**src/rtl/systolic_ctrl_2x2.sv**
```systemverilog
`default_nettype none
// ============================================================================
// Module   : systolic_ctrl_2x2
// Purpose  : Sequencer for a 2x2 double-buffered weight-stationary systolic
//            array: weight-set loading, skewed A feed, C capture and return.
// Revision : 1.0  initial release
// ============================================================================
module systolic_ctrl_2x2 #(
    parameter int DW = 4,
    parameter int CW = 9
) (
    input  logic          clk,
    input  logic          rst,

    input  logic          w_valid,
    output logic          w_ready,
    input  logic [DW-1:0] w_b00,
    input  logic [DW-1:0] w_b01,
    input  logic [DW-1:0] w_b10,
    input  logic [DW-1:0] w_b11,

    input  logic          a_valid,
    output logic          a_ready,
    input  logic [DW-1:0] a_a00,
    input  logic [DW-1:0] a_a01,
    input  logic [DW-1:0] a_a10,
    input  logic [DW-1:0] a_a11,

    output logic          c_valid,
    input  logic          c_ready,
    output logic [CW-1:0] c_c00,
    output logic [CW-1:0] c_c01,
    output logic [CW-1:0] c_c10,
    output logic [CW-1:0] c_c11,

    output logic [DW-1:0] arr_a_row0,
    output logic [DW-1:0] arr_a_row1,
    output logic [DW-1:0] arr_b00,
    output logic [DW-1:0] arr_b01,
    output logic [DW-1:0] arr_b10,
    output logic [DW-1:0] arr_b11,
    output logic          arr_load_row0,
    output logic          arr_load_row1,
    output logic          arr_sel_w_load,
    output logic          arr_sel_w_active,
    output logic          arr_clear_psum,
    output logic          arr_compute_en,
    input  logic [CW-1:0] arr_c10,
    input  logic [CW-1:0] arr_c11
);

    typedef enum logic [1:0] {
        S_IDLE = 2'd0,
        S_CLR  = 2'd1,
        S_RUN  = 2'd2,
        S_DONE = 2'd3
    } state_t;

    localparam logic [2:0] C_T_LAST = 3'd4;

    state_t        r_state;
    logic [2:0]    r_t;
    logic [1:0]    r_full;
    logic          r_wr_ptr;
    logic          r_rd_ptr;

    logic [DW-1:0] r_a00;
    logic [DW-1:0] r_a01;
    logic [DW-1:0] r_a10;
    logic [DW-1:0] r_a11;

    logic          r_clear_psum;
    logic          r_compute_en;
    logic          r_c_valid;
    logic [DW-1:0] r_row0;
    logic [DW-1:0] r_row1;
    logic [CW-1:0] r_c00;
    logic [CW-1:0] r_c01;
    logic [CW-1:0] r_c10;
    logic [CW-1:0] r_c11;

    logic          w_wt_fire;
    logic          w_job_fire;
    logic          w_buf_free;
    logic [1:0]    w_full_next;

    // Readies come only from registered state, so nothing bypasses a cycle.
    assign w_ready    = ~r_full[r_wr_ptr];
    assign a_ready    = (r_state == S_IDLE) & r_full[r_rd_ptr];
    assign w_wt_fire  = w_valid & w_ready;
    assign w_job_fire = a_valid & a_ready;
    assign w_buf_free = (r_state == S_RUN) && (r_t == C_T_LAST);

    assign arr_load_row0    = w_wt_fire;
    assign arr_load_row1    = w_wt_fire;
    assign arr_b00          = w_wt_fire ? w_b00 : '0;
    assign arr_b01          = w_wt_fire ? w_b01 : '0;
    assign arr_b10          = w_wt_fire ? w_b10 : '0;
    assign arr_b11          = w_wt_fire ? w_b11 : '0;
    assign arr_sel_w_load   = r_wr_ptr;
    assign arr_sel_w_active = r_rd_ptr;

    assign arr_clear_psum = r_clear_psum;
    assign arr_compute_en = r_compute_en;
    assign arr_a_row0     = r_row0;
    assign arr_a_row1     = r_row1;
    assign c_valid        = r_c_valid;
    assign c_c00          = r_c00;
    assign c_c01          = r_c01;
    assign c_c10          = r_c10;
    assign c_c11          = r_c11;

    // A load never targets the buffer being freed: that one is still full.
    always_comb begin
        w_full_next = r_full;
        if (w_buf_free) begin
            w_full_next[r_rd_ptr] = 1'b0;
        end
        if (w_wt_fire) begin
            w_full_next[r_wr_ptr] = 1'b1;
        end
    end

    always_ff @(posedge clk) begin
        if (rst) begin
            r_full   <= 2'b00;
            r_wr_ptr <= 1'b0;
        end else begin
            r_full <= w_full_next;
            if (w_wt_fire) begin
                r_wr_ptr <= ~r_wr_ptr;
            end
        end
    end

    // Outputs for the next step are set on the transition into that step.
    always_ff @(posedge clk) begin
        if (rst) begin
            r_state      <= S_IDLE;
            r_t          <= 3'd0;
            r_rd_ptr     <= 1'b0;
            r_a00        <= '0;
            r_a01        <= '0;
            r_a10        <= '0;
            r_a11        <= '0;
            r_clear_psum <= 1'b0;
            r_compute_en <= 1'b0;
            r_c_valid    <= 1'b0;
            r_row0       <= '0;
            r_row1       <= '0;
            r_c00        <= '0;
            r_c01        <= '0;
            r_c10        <= '0;
            r_c11        <= '0;
        end else begin
            r_clear_psum <= 1'b0;
            r_compute_en <= 1'b0;
            r_row0       <= '0;
            r_row1       <= '0;
            case (r_state)
                S_IDLE: begin
                    if (w_job_fire) begin
                        r_a00        <= a_a00;
                        r_a01        <= a_a01;
                        r_a10        <= a_a10;
                        r_a11        <= a_a11;
                        r_clear_psum <= 1'b1;
                        r_state      <= S_CLR;
                    end
                end
                S_CLR: begin
                    r_t          <= 3'd0;
                    r_compute_en <= 1'b1;
                    r_row0       <= r_a00;
                    r_state      <= S_RUN;
                end
                S_RUN: begin
                    case (r_t)
                        3'd0: begin
                            r_t          <= 3'd1;
                            r_compute_en <= 1'b1;
                            r_row0       <= r_a10;
                            r_row1       <= r_a01;
                        end
                        3'd1: begin
                            r_t          <= 3'd2;
                            r_compute_en <= 1'b1;
                            r_row1       <= r_a11;
                        end
                        3'd2: begin
                            r_t          <= 3'd3;
                            r_compute_en <= 1'b1;
                            r_c00        <= arr_c10;
                        end
                        3'd3: begin
                            r_t   <= C_T_LAST;
                            r_c10 <= arr_c10;
                            r_c01 <= arr_c11;
                        end
                        default: begin
                            r_c11     <= arr_c11;
                            r_rd_ptr  <= ~r_rd_ptr;
                            r_c_valid <= 1'b1;
                            r_state   <= S_DONE;
                        end
                    endcase
                end
                S_DONE: begin
                    if (c_ready) begin
                        r_c_valid <= 1'b0;
                        r_state   <= S_IDLE;
                    end
                end
                default: begin
                    r_state <= S_IDLE;
                end
            endcase
        end
    end

endmodule
`default_nettype wire

```
**config.mk**
```make
export PLATFORM = sky130hd
export DESIGN_NAME = systolic_ctrl_2x2
export DESIGN_NICKNAME = d
export VERILOG_FILES = /design/src/rtl/systolic_ctrl_2x2.sv
export SDC_FILE = /design/constraint.sdc
export NUM_CORES = 1
export LEC_CHECK = 0
export ABC_AREA = 1
export ABC_CLOCK_PERIOD_IN_PS = 2300
export CAP_MARGIN = 0
export CORE_ASPECT_RATIO = 0.75
export CORE_MARGIN = 3
export CORE_UTILIZATION = 42
export DETAILED_ROUTE_END_ITERATION = 8
export PLACE_DENSITY = 0.87
export SLEW_MARGIN = 10
export SYNTH_ARGS = -nofsm -noshare
export SYNTH_HDL_FRONTEND = slang
export SYNTH_SLANG_ARGS = --single-unit
export TNS_END_PERCENT = 10
```
**constraint.sdc**
```tcl
create_clock -name clk -period 2.3 [get_ports clk]
set_clock_uncertainty 0.15 [all_clocks]
set_input_delay 0.46 -clock clk [delete_from_list [all_inputs] [get_ports clk]]
set_output_delay 0.46 -clock clk [all_outputs]
set_load 0.05 [all_outputs]
```
==> flow_summary.ini, run 1 <==
[final_layout]
post-route-util_pct = 71.3
fillCellCount = 510
drive_gt1_share_pct = 13.7
nets = 567
stdcell_count = 593
diodes = 0
area_growth_pct = 60.9

[hold_path]
hold_path_depth = 2
hp-class = flip-flop to flip-flop

[critical_path]
critical_path.endpoint = arr_sel_w_active
r2r_end = r_full[1]
path_buf_inv = 1
crit_start = arr_sel_w_active
path_depth = 1
crit_family = buffers and inverters
timing.rr.start = r_state[0]
arrival_ns = 1.58
r2r_setup_slack_ns = 0.30
worstPathMaxFanout = 4
worstSetupStartpointType = flip-flop
r2r_cells = 8
crit_path_end_kind = output port
worst_path_max_delay_cell = clkdlybuf4s50_1
required_ns = 1.69
crit_type = flip-flop to output port
path_cells = clkdlybuf4s50_1
slowest_delay_ns = 0.84

[synth]
synth_common_cells = nor2_1, dfxtp_1, nand2_1
synth-edff-count = 0
syn_avg_cell_area_um2 = 7.44
syn-num-nets = 444
syn_area_um2 = 2860
synth_seq_cells = 72
ys_types = 23
synth_warnings = 0
syn-instance-count = 384
synthArstFlopShare_pct = 0
synth_area_leader_cell = dfxtp_1
synth_top_area_share_pct = 50.5
yosysMostFrequentCell = nor2_1
ys.flop_type = dfxtp_1
synth.area.top_cells = dfxtp_1, nor2_1, a21oi_1, nand2_1, nand3_1
yosysSeqAreaShare_pct = 50.5

[cts]
ctsHoldBuffers = 0
htree_num_levels = 3
worstSkewPairLatency_ns = 0.35
cts-root-buf = clkbuf_8
cts_sinks = 72
cts_setup_buffers = 0
postCtsResizedCells = 1
path_clk_slew_ns = 0.08
cts_tree = built
cts_max_path_buffers = 2
numCtsBuffers = 9

[timing]
rsz0062_at_grt = false
relSlewSlack_pct = 64.6
setup_viol = 0
hold_viol = 0
fin_crit_ns = 2.19
slew_viol_final = 0
fmax_mhz = 456
worst_pin_slew_ns = 0.529
period_share_pct = 95.3

[die]
die_height_um = 77.4
dieArea_um2 = 7830
rows = 25
core_area_um2 = 6440
start_util_pct = 44.3
ios = 124
dieWidth_um = 101

[placement]
hpwl_um = 6080
io_buffers = 123
place_congestion = 0.819
dp.cells = 577

[route]
wirelength_met1_um = 3350
wire_per_inst_um = 13.8
vias = 2965
finalWirelength_um = 8190
first_pass_iters = 4
route.detailed.drc = 0
top_layer = met4
vias_per_cell = 5.00
met3_length_um = 687
ant_nets = 0
drt_iter0_markers = 202
wl_met2_um = 4060

[power]
internal_power_uw = 2340
p_sw_share_pct = 36.1
seqPwrFrac_pct = 38.0
combPwrFrac_pct = 34.2
power_frac_clock_pct = 27.8
p_switching_uw = 1320
leakage_uw = 0.00181
power.density_nw_per_um2 = 797
ir_drop_mv = 0.350

[global_route]
overflow = 0
grt_pass1_vias = 2929
antenna_found_initial = 0
grt_max_degree = 34
grt_use_total_pct = 22.1
grt_pass1_wl_um = 13800

[run]
max_cap_violations = 0

[run_status]
outcome = complete, no violations
registers in the layout, indices dropped and copies added, names as in the netlist:
register and flops:
arr_a_row0 4, arr_a_row1 4, arr_clear_psum 1, arr_compute_en 1
arr_sel_w_active 1, arr_sel_w_load 1, c_c00 9, c_c01 9
c_c10 9, c_c11 9, c_valid 1, r_a00 4
r_a01 4, r_a10 4, r_a11 4, r_full 2
r_state 2, r_t 3
cell families after synthesis:
| kind of cell | count (synthesis) | share of synthesized area, % |
|---|---|---|
| AO/OA/AOI/OAI | 79 | 14.3 |
| adder cells (fa/ha/maj) | 5 | 2.19 |
| buffers and inverters | 53 | 7.84 |
| AND/OR/NAND/NOR | 175 | 25.2 |
| flip-flops | 72 | 50.5 |
metal layers:
metal  track usage [%]  vias up
li1                  -     1475
met1              26.4     1369
met2              36.6      114
met3              8.45        7
met4              6.77        0
met5                 0        -
cell type report:
class / instances / area [µm²] / area share [%]
clock inverter: 6 / 67.6 / 1.47
sequential: 72 / 1440 / 31.4
timing repair buffer: 131 / 1480 / 32.2
clock buffer: 10 / 138 / 3.00
tap: 81 / 101 / 2.21
inverter: 34 / 128 / 2.78
multi-input combinational: 259 / 1240 / 26.9
worst min path at each step:
stage               startpoint       endpoint  slack, ns
CTS                   r_a01[2]       r_a01[2]       0.32
finish                r_a01[2]       r_a01[2]       0.32
global route          r_a11[1]  arr_a_row1[1]       0.34
floorplan             r_a11[0]  arr_a_row1[0]       0.29
global placement      c_c00[0]       c_c00[0]       0.30
detailed placement    r_a11[2]  arr_a_row1[2]       0.30
through the flow:
stage                     cell area [µm²]  hold WS (ns)  worst slack [ns]   TNS, ns  power, µW
after floorplan                      2890         0.289            0.0378         0       2170
after global placement               4370         0.299            0.0508         0       2620
after detailed placement             4370         0.305          -0.00643  -0.00643       2660
after CTS                            4580         0.319           -0.0505    -0.262       3680
after global routing                 4590         0.339            0.0143         0       3870
final                                4590         0.317             0.109         0       3660
worst min-delay path, stage by stage, from the launching register on:
cell	delay (ns)
dfxtp_1	0.31
nand2_1	0.06
a21oi_1	0.05
power groups by stage:
stage	clock, µW	combinational, µW	sequential, µW
6_report	1020	1250	1390
3_3_place_gp	0	1210	1410
3_5_place_dp	0	1240	1420
4_1_cts	1040	1250	1390
5_1_grt	1100	1370	1410
2_1_floorplan	0	669	1500
placed cells by master, fill, tap and decap left out:
| cell | netlist | routed |
|---|---|---|
| o21ai_1 | 10 | 10 |
| buf_12 | 0 | 19 |
| dfxtp_2 | 0 | 1 |
| a22oi_1 | 4 | 4 |
| inv_6 | 0 | 1 |
| nor2_4 | 1 | 1 |
| a21oi_2 | 1 | 1 |
| buf_4 | 3 | 9 |
| nand3_2 | 1 | 1 |
| nor2_2 | 1 | 15 |
| clkinv_2 | 0 | 1 |
| or2_1 | 2 | 2 |
| clkdlybuf4s50_1 | 0 | 103 |
| o21ai_0 | 25 | 25 |
| clkinvlp_4 | 0 | 2 |
| nand2_1 | 52 | 51 |
| dfxtp_1 | 72 | 71 |
| bufinv_16 | 0 | 1 |
| clkbuf_8 | 0 | 10 |
| nor2_1 | 87 | 73 |
| inv_1 | 30 | 29 |
| nand2_4 | 0 | 2 |
| nand3_1 | 29 | 29 |
| clkinv_4 | 0 | 1 |
| nor3_1 | 1 | 1 |
| a21oi_1 | 39 | 39 |
| inv_2 | 4 | 5 |
| ha_1 | 5 | 5 |
(Power assumes the default switching activity.)
==> inputs of run 2 (changes only) <==
- CAP_MARGIN: 0 -> 20
==> results of run 2 <==
The final DEF is identical to that of run 1; final timing and power are the same.
